$ cat src/rtl/cnn_pkg.sv
// ---------------------------------------------------------------------------
// cnn_pkg
// Types and constants shared by the conv, pool and FC stages of the CNN path.
//   DATA_W  : pixel width (signed two's complement)
//   pixel_t : signed pixel type
//   cnt_w() : width of a counter/address that indexes n items (minimum 1 bit)
// ---------------------------------------------------------------------------
package cnn_pkg;

  localparam int DATA_W = 13;

  typedef logic signed [DATA_W-1:0] pixel_t;

  function automatic int cnt_w(input int n);
    return (n > 1) ? $clog2(n) : 1;
  endfunction

endpackage

$ cat src/rtl/pool_line_buffer.sv
// ---------------------------------------------------------------------------
// pool_line_buffer
// One-row pixel store for the 2x2 window former. It holds the even row so
// that the odd row can be paired with it.
//   clk       : write clock
//   we        : write enable
//   waddr     : write column
//   wdata     : pixel to store
//   raddr_a/b : read columns (combinational read)
//   rdata_a/b : stored pixels at raddr_a/raddr_b
// ---------------------------------------------------------------------------
module pool_line_buffer
  import cnn_pkg::*;
#(
  parameter int IMG_W = 26,
  parameter int AW    = cnt_w(IMG_W)
) (
  input  logic              clk,
  input  logic              we,
  input  logic [AW-1:0]     waddr,
  input  logic [DATA_W-1:0] wdata,
  input  logic [AW-1:0]     raddr_a,
  output logic [DATA_W-1:0] rdata_a,
  input  logic [AW-1:0]     raddr_b,
  output logic [DATA_W-1:0] rdata_b
);

  pixel_t mem [IMG_W];

  // NOTE: storage arrays carry no reset; their contents are always written
  // before being read, and leaving the reset off keeps them in distributed RAM.
  always_ff @(posedge clk) begin
    if (we) mem[waddr] <= wdata;
  end

  assign rdata_a = mem[raddr_a];
  assign rdata_b = mem[raddr_b];

endmodule

$ cat src/rtl/pool_window_gather.sv
// ---------------------------------------------------------------------------
// pool_window_gather
// Turns a raster-scan pixel stream into non-overlapping 2x2 windows for the
// 4-input max-pool stage. No backpressure: the consumer always accepts.
//   clk, rst_n            : clock, async active-low reset
//   clear                 : synchronous frame restart (drops a same-cycle pixel)
//   in_valid, in_data     : pixel stream, row-major
//   win_tl/tr/bl/br       : window pixels (2r,2c) (2r,2c+1) (2r+1,2c) (2r+1,2c+1)
//   win_valid             : one-cycle pulse, window outputs valid
//   frame_done            : pulses with the last window of a frame
// ---------------------------------------------------------------------------
module pool_window_gather
  import cnn_pkg::*;
#(
  parameter int IMG_W = 26,
  parameter int IMG_H = 26
) (
  input  logic              clk,
  input  logic              rst_n,
  input  logic              clear,
  input  logic              in_valid,
  input  logic [DATA_W-1:0] in_data,
  output logic [DATA_W-1:0] win_tl,
  output logic [DATA_W-1:0] win_tr,
  output logic [DATA_W-1:0] win_bl,
  output logic [DATA_W-1:0] win_br,
  output logic              win_valid,
  output logic              frame_done
);

  localparam int AW = cnt_w(IMG_W);
  localparam int RW = cnt_w(IMG_H);

  localparam logic [AW-1:0] COL_LAST     = AW'(IMG_W - 1);
  localparam logic [RW-1:0] ROW_LAST     = RW'(IMG_H - 1);
  // Bottom-right pixel of the last complete window; odd trailing
  // rows/columns are consumed but never close a window.
  localparam logic [AW-1:0] LAST_WIN_COL = AW'(2 * (IMG_W / 2) - 1);
  localparam logic [RW-1:0] LAST_WIN_ROW = RW'(2 * (IMG_H / 2) - 1);

  logic [AW-1:0] col_q, col_d;
  logic [RW-1:0] row_q, row_d;
  pixel_t        prev_q;
  pixel_t        tl_q, tr_q, bl_q, br_q;
  logic          win_valid_q, frame_done_q;

  logic          accept, complete, last_win;
  logic [AW-1:0] raddr_a;
  logic [DATA_W-1:0] rdata_a, rdata_b;

  // Windows close on an odd column, so col-1 is col with bit 0 cleared;
  // this never underflows even when col is 0.
  assign raddr_a = col_q & ~AW'(1);

  pool_line_buffer #(.IMG_W(IMG_W), .AW(AW)) u_line_buf (
    .clk     (clk),
    .we      (accept & ~row_q[0]),
    .waddr   (col_q),
    .wdata   (in_data),
    .raddr_a (raddr_a),
    .rdata_a (rdata_a),
    .raddr_b (col_q),
    .rdata_b (rdata_b)
  );

  // NOTE: every signal assigned here gets a default first so no latch is inferred.
  always_comb begin
    accept   = in_valid & ~clear;
    complete = accept & row_q[0] & col_q[0];
    last_win = complete & (col_q == LAST_WIN_COL) & (row_q == LAST_WIN_ROW);
    col_d    = col_q;
    row_d    = row_q;
    if (clear) begin
      col_d = '0;
      row_d = '0;
    end else if (in_valid) begin
      if (col_q == COL_LAST) begin
        col_d = '0;
        row_d = (row_q == ROW_LAST) ? '0 : row_q + RW'(1);
      end else begin
        col_d = col_q + AW'(1);
      end
    end
  end

  // NOTE: sequential state uses non-blocking assignments only, so every
  // register samples the pre-edge values of the others.
  always_ff @(posedge clk or negedge rst_n) begin
    if (!rst_n) begin
      col_q        <= '0;
      row_q        <= '0;
      prev_q       <= '0;
      tl_q         <= '0;
      tr_q         <= '0;
      bl_q         <= '0;
      br_q         <= '0;
      win_valid_q  <= 1'b0;
      frame_done_q <= 1'b0;
    end else begin
      col_q        <= col_d;
      row_q        <= row_d;
      win_valid_q  <= complete;
      frame_done_q <= last_win;
      if (accept) prev_q <= in_data;
      if (complete) begin
        tl_q <= rdata_a;
        tr_q <= rdata_b;
        bl_q <= prev_q;
        br_q <= in_data;
      end
    end
  end

  assign win_tl     = tl_q;
  assign win_tr     = tr_q;
  assign win_bl     = bl_q;
  assign win_br     = br_q;
  assign win_valid  = win_valid_q;
  assign frame_done = frame_done_q;

endmodule

$ cat config.mk
export PLATFORM = sky130hd
export DESIGN_NAME = pool_window_gather
export DESIGN_NICKNAME = d
export VERILOG_FILES = /design/src/rtl/cnn_pkg.sv /design/src/rtl/pool_line_buffer.sv /design/src/rtl/pool_window_gather.sv
export SDC_FILE = /design/constraint.sdc
export NUM_CORES = 1
export LEC_CHECK = 0
export CORE_MARGIN = 2
export CORE_UTILIZATION = 54
export DETAILED_ROUTE_END_ITERATION = 8
export PLACE_DENSITY = 0.8
export SKIP_CTS_REPAIR_TIMING = 1
export SLEW_MARGIN = 20
export SYNTH_ARGS = -nofsm -noshare
export SYNTH_HDL_FRONTEND = slang
export SYNTH_SLANG_ARGS = --single-unit
$ cat constraint.sdc
create_clock -name clk -period 2.77 [get_ports clk]
set_clock_uncertainty 0.05 [all_clocks]
set_input_delay 0.277 -clock clk [delete_from_list [all_inputs] [get_ports clk]]
set_output_delay 0.277 -clock clk [all_outputs]
set_load 0.01 [all_outputs]
==> summary.txt, run 1 <==
Clock network
  • CTS tree: built
  • Worst skew pair latency: 0.52 ns
  • CTS Buf Count: 40
  • Clk sink count: 415
  • Worst-path clk slew: 0.06 ns
  • Number of H-tree levels: 2
  • Clock Path Buffers: 3
  • Cell at the root of the clock tree: clkbuf_16

Run
  • Number of max-cap violations: 0

Timing
  • Hold slack: 0.328 ns
  • Fin. Hold Viols: 0
  • Worst Tran Pin Value: 1.07 ns
  • Slew HR: 28.7%
  • Final setup fails: 0
  • Crit path time final: 2.36 ns
  • Final Max Slew Viols: 0
  • Fmax: 0.424 GHz
  • RSZ-0062 raised after global routing: false
  • Tcrit/Tclk final: 85.2%

Setup path
  • Critical path data required time: 3.13 ns
  • FF-to-FF setup slack: 0.41 ns
  • Reg2reg end: win_tr[10]$_DFFE_PN0P_
  • Critical Path, Cell by Cell: buf_4 -> nand3_1 -> o22ai_1 -> a211oi_1 -> a311oi_1
  • CP Capture Type: register
  • Slowest stage delay, CP: 0.67 ns
  • Setup crit start kind: register
  • Critical path type: reg2reg
  • Reg2Reg Depth: 5
  • Reg-to-Reg Start: col_q[2]$_DFFE_PN0P_
  • Slowest-stage cell, CP: dfrtp_4
  • Crit path max fanout: 23
  • WP data arrival: 2.72 ns

Global routing
  • Total gr overflow: 0
  • Vias in the first global route: 9021
  • GR Util All Layers: 23.6%
  • Largest net degree at the start of global routing: 61
  • First-pass GRT wire length: 54300 µm
  • Initial antenna violation count: 0

Synth
  • Dominant cell type by area after synthesis: edfxtp_1
  • Syn Area/Cell: 16.8 µm²
  • Mapped Cells: 959
  • Number of flops mapped to enable cells by yosys: 338
  • Seq/Total Area, Yosys: 75.0%
  • Top-area cell type share of the netlist area: 63.0%
  • Yosys cell types: 49
  • Synth Flop Type: edfxtp_1
  • Synth warn: 0
  • Asr flop ratio synth: 18.6%
  • Cell area after synthesis: 16100 µm²
  • Synth top area cells: edfxtp_1, dfrtp_1, mux4_2
  • Seq cells post-synth: 415
  • Net count after synthesis: 983

Placement
  • Placed cell area: 17600 µm²
  • Hpwl dp: 22900 µm
  • GP Congestion: 0.911
  • # port buffers: 70

Drt
  • Via count: 9098
  • Vias per inst: 6.04
  • Iter 0 DRT Violations: 1043
  • DR WL/cell: 24.0 µm
  • Drc violations: 0
  • First-pass DRT Iterations: 7
  • Final Routed Wirelength: 36200 µm
  • Post-DRT Antenna Nets: 0

Final layout
  • ANT cells: 0
  • Fin nets: 1111
  • Fraction of layout cells with a size suffix above 1: 17.8%
  • Post-route design area: 18900 µm²
  • Most common cell after layout, fill and taps aside: edfxtp_1
  • Commonest cells after routing, fill and taps aside: edfxtp_1, nand2_1, dfrtp_1
  • Layout Area Growth over Synthesis: 17.3%
  • Core Util, Final: 64.1%

Hold path
  • Hold Path Class: in2async

Power and ir drop
  • Peak supply drop: 0.422 mV
  • LEAKAGE: 6.40 nW
  • PwrDens: 731 nW/µm²

Floorplan
  • Starting Density: 54.6%
  • Die width: 177 µm
  • Die H: 177 µm
  • Num rows: 63
  • Full die area: 31200 µm²
  • Core area: 29500 µm²
  • I/O pin count: 71

Outcome
  • Status: finished clean
## critical path: cells and delay by family (launching register included)
kind | cells | cell delay [ns]
AOI/OAI and AO/OA | 3 | 0.83
buffers and inverters | 1 | 0.33
DFF | 1 | 0.67
and+or+nand+nor | 1 | 0.37
## layout make-up
class	instances	area, µm²
Clock buffer	52	1070
Clock inverter	20	189
Fill cell	1987	10600
Inverter	5	18.8
Multi-Input combinational cell	484	3760
Sequential cell	415	12100
Tap cell	390	488
Timing Repair Buffer	141	1280
## sequential cells by signal (all words and copies together), names as in the netlist
register        count
frame_done          1
col_q               5
prev_q             13
win_br             13
win_tr             13
win_bl             13
u_line_buf.mem    338
win_valid           1
win_tl             13
row_q               5
## layer usage
metal	up-vias	track usage [%]	wire length, µm
li1	3961	-	-
met1	4592	32.2	14200
met2	466	38.8	17700
met3	79	3.93	3010
met4	0	8.82	1300
met5	-	0	0
## synth_stat cells (all sizes together), types with 2 or more instances
| master | instances |
|---|---|
| edfxtp | 338 |
| nand2 | 126 |
| dfrtp | 77 |
| mux2i | 74 |
| nor2 | 44 |
| mux4 | 41 |
| buf | 35 |
| o22ai | 32 |
| o21ai | 26 |
| clkbuf | 20 |
| nor3 | 18 |
| mux2 | 16 |
| a211oi | 11 |
| a21oi | 11 |
| a311oi | 9 |
| nand3 | 9 |
| o221ai | 9 |
| nand2b | 8 |
| ha | 7 |
| inv | 5 |
| nand3b | 5 |
| or2 | 5 |
| o31ai | 4 |
| a31oi | 3 |
| and3 | 3 |
| nor4 | 3 |
| a21o | 2 |
| a22o | 2 |
| and4b | 2 |
| nand4b | 2 |
| o311ai | 2 |
## power breakdown
group	switching, mW	internal, mW
combinational	0.640	0.678
sequential	0.200	7.04
clock	2.16	3.08
## per-stage QoR
step	total power, mW	cells	TNS (ns)	worst slack (ns)
6_report	13.8	1507	0	0.411
3_3_place_gp	8.64	1434	0	0.260
2_1_floorplan	7.86	959	-1.57	-0.0550
3_5_place_dp	8.68	1434	0	0.186
5_1_grt	14.2	1507	0	0.320
4_1_cts	13.9	1506	0	0.432
## logic make-up after synthesis
logic type / synth area share (%)
DFF: 75.0
and+or+nand+nor: 6.21
muxes: 11.4
AOI/OAI and AO/OA: 4.81
buffers and inverters: 2.02
adders and majority gates: 0.544
## worst max path at each step
stage	cells past startpoint	endpoint	slack [ns]	start
floorplan	8	u_line_buf.mem[17][0]$_DFFE_PP_	-0.06	col_q[1]$_DFFE_PN0P_
global placement	6	u_line_buf.mem[16][10]$_DFFE_PP_	0.26	clear
detailed placement	6	u_line_buf.mem[16][10]$_DFFE_PP_	0.19	clear
CTS	5	win_tr[6]$_DFFE_PN0P_	0.43	col_q[2]$_DFFE_PN0P_
global route	5	win_tr[10]$_DFFE_PN0P_	0.32	col_q[2]$_DFFE_PN0P_
finish	5	win_tr[10]$_DFFE_PN0P_	0.41	col_q[2]$_DFFE_PN0P_
(Power assumes the default switching activity.)
==> run 2, diff against run 1 <==
--- a/config.mk
+++ b/config.mk
@@ -9,6 +9,7 @@
 export CORE_UTILIZATION = 54
 export DETAILED_ROUTE_END_ITERATION = 8
 export PLACE_DENSITY = 0.8
+export SETUP_SLACK_MARGIN = 0.15
 export SKIP_CTS_REPAIR_TIMING = 1
 export SLEW_MARGIN = 20
 export SYNTH_ARGS = -nofsm -noshare
==> run 2 against run 1 <==
  * Core utilization up 0.42 points
  * Non-clock buffer count up 11
  * First-iteration DRC count up 25%
  * Cell count up 0.93%
  * Critical path depth down 1
  * Worst hold slack worse by 0.18 ns
  * Sequential share of layout area down 0.42 points
  * Combinational power about the same
  * Die area unchanged
  * Clock power up 2%
  * Sequential cell count unchanged
  * Critical endpoint is now win_tr[7]$_DFFE_PN0P_
  * Largest power group unchanged
==> summary.txt, run 2 (synthesis results as in run 1) <==
Outcome
  • Status: finished clean

Global routing
  • Initial antenna violation count: 1
  • Total gr overflow: 0
  • First-pass GRT wire length: 56500 µm
  • Largest net degree at the start of global routing: 58
  • Vias in the first global route: 9329
  • GR Util All Layers: 24.6%

Clock network
  • Worst skew pair latency: 0.54 ns
  • CTS tree: built
  • Number of H-tree levels: 2
  • Clock Path Buffers: 3
  • Worst-path clk slew: 0.06 ns
  • Clk sink count: 415
  • Cell at the root of the clock tree: clkbuf_16
  • CTS Buf Count: 41

Setup path
  • Critical path data required time: 3.13 ns
  • Slowest-stage cell, CP: dfrtp_4
  • CP Buf/Inv Count: 1
  • Setup crit start kind: register
  • Top delay family on crit path: flip-flops
  • CP Capture Type: register
  • Critical Path, Cell by Cell: buf_12 -> mux4_2 -> a32o_1 -> o32a_1
  • Crit path max fanout: 26
  • WP data arrival: 2.66 ns
  • Critical path type: reg2reg
  • Slowest stage delay, CP: 0.70 ns

Floorplan
  • Full die area: 31200 µm²
  • Num rows: 63
  • I/O pin count: 71
  • Core area: 29500 µm²
  • Die H: 177 µm
  • Starting Density: 54.6%
  • Die width: 177 µm

Placement
  • Hpwl dp: 23200 µm
  • # port buffers: 70
  • GP Congestion: 0.841
  • Setup WS pre-CTS: 0.335 ns

Final layout
  • Commonest cells after routing, fill and taps aside: edfxtp_1, nand2_1, buf_4
  • Biggest register: u_line_buf.mem
  • Fraction of layout cells with a size suffix above 1: 18.6%
  • Layout Area Growth over Synthesis: 18.1%
  • ANT cells: 0
  • Most common cell after layout, fill and taps aside: edfxtp_1
  • Core Util, Final: 64.5%
  • Max reg flops: 338
  • FILL cells: 1990
  • Fin nets: 1123

Drt
  • DR WL/cell: 25.0 µm
  • Iter 0 DRT Violations: 1306
  • First-pass DRT Iterations: 7
  • Final Routed Wirelength: 38000 µm
  • Drc violations: 0
  • Post-DRT Antenna Nets: 0
  • Via count: 9370
  • Vias per inst: 6.16

Run
  • Number of max-cap violations: 0

Timing
  • Slew HR: 27.6%
  • Worst Tran Pin Value: 1.08 ns
  • Fin. Hold Viols: 0
  • Final setup fails: 0
  • Final Worst Setup Slack: 0.467 ns
  • RSZ-0062 raised after global routing: false
  • Fmax: 0.434 GHz
  • Crit path time final: 2.30 ns
  • TNS Setup: 0 ns
  • Final Max Slew Viols: 0
  • Tcrit/Tclk final: 83.1%

Power and ir drop
  • Final total power: 14.0 mW
  • LEAKAGE: 6.47 nW
  • Peak supply drop: 0.486 mV
  • PwrDens: 735 nW/µm²

Hold path
  • Hold Path Class: in2async
run 2: stage by stage:
step                      std cells  hold slack [ns]  instance area [µm²]
after floorplan                 959          -0.0686                16100
after detailed placement       1445            0.158                17700
after global routing           1521            0.183                19000
final                          1521            0.147                19000
after CTS                      1520           -0.398                19000
after global placement         1445            0.155                17700
run 2: final timing paths:
kind | from | to | slack (ns) | cells after the start
max reg2reg | col_q[1]$_DFFE_PN0P_ | win_tr[7]$_DFFE_PN0P_ | 0.47 | 4
max in group asynchronous | rst_n | win_br[9]$_DFFE_PN0P_ | 1.87 | 3
min in group clk | prev_q[7]$_DFFE_PN0N_ | win_bl[7]$_DFFE_PN0P_ | 0.42 | 2
max | col_q[1]$_DFFE_PN0P_ | win_tr[7]$_DFFE_PN0P_ | 0.47 | 4
min | rst_n | win_tl[6]$_DFFE_PN0P_ | 0.15 | 2
min reg2reg | prev_q[7]$_DFFE_PN0N_ | win_bl[7]$_DFFE_PN0P_ | 0.42 | 2
run 2: final cells by class:
class / instances / area [µm²] / share of cell area (%)
Clock buffer: 62 / 1160 / 6.09
Clock inverter: 13 / 140 / 0.737
Inverter: 5 / 18.8 / 0.0987
Multi-Input combinational cell: 484 / 3760 / 19.8
Sequential cell: 415 / 12100 / 63.5
Tap cell: 390 / 488 / 2.57
Timing Repair Buffer: 152 / 1370 / 7.18
run 2: where the power goes:
| part | leakage (nW) | total (mW) | internal, mW | switching [mW] |
|---|---|---|---|---|
| Sequential | 4.01 | 7.27 | 7.04 | 0.224 |
| Combinational | 1.83 | 1.33 | 0.684 | 0.647 |
| Clock | 0.625 | 5.38 | 3.17 | 2.21 |
run 2: metal layers:
| metal | GRT usage (%) | part of all wire [%] |
|---|---|---|
| met1 | 32.6 | 38 |
| met2 | 39.9 | 49 |
| met3 | 4.96 | 8.2 |
| met4 | 10.7 | 4.4 |
| met5 | 0 | 0.018 |
run 2: worst reg2reg max path, stage by stage (launching register included):
cell,delay [ns]
dfrtp_4,0.70
buf_12,0.27
mux4_2,0.58
a32o_1,0.29
o32a_1,0.29
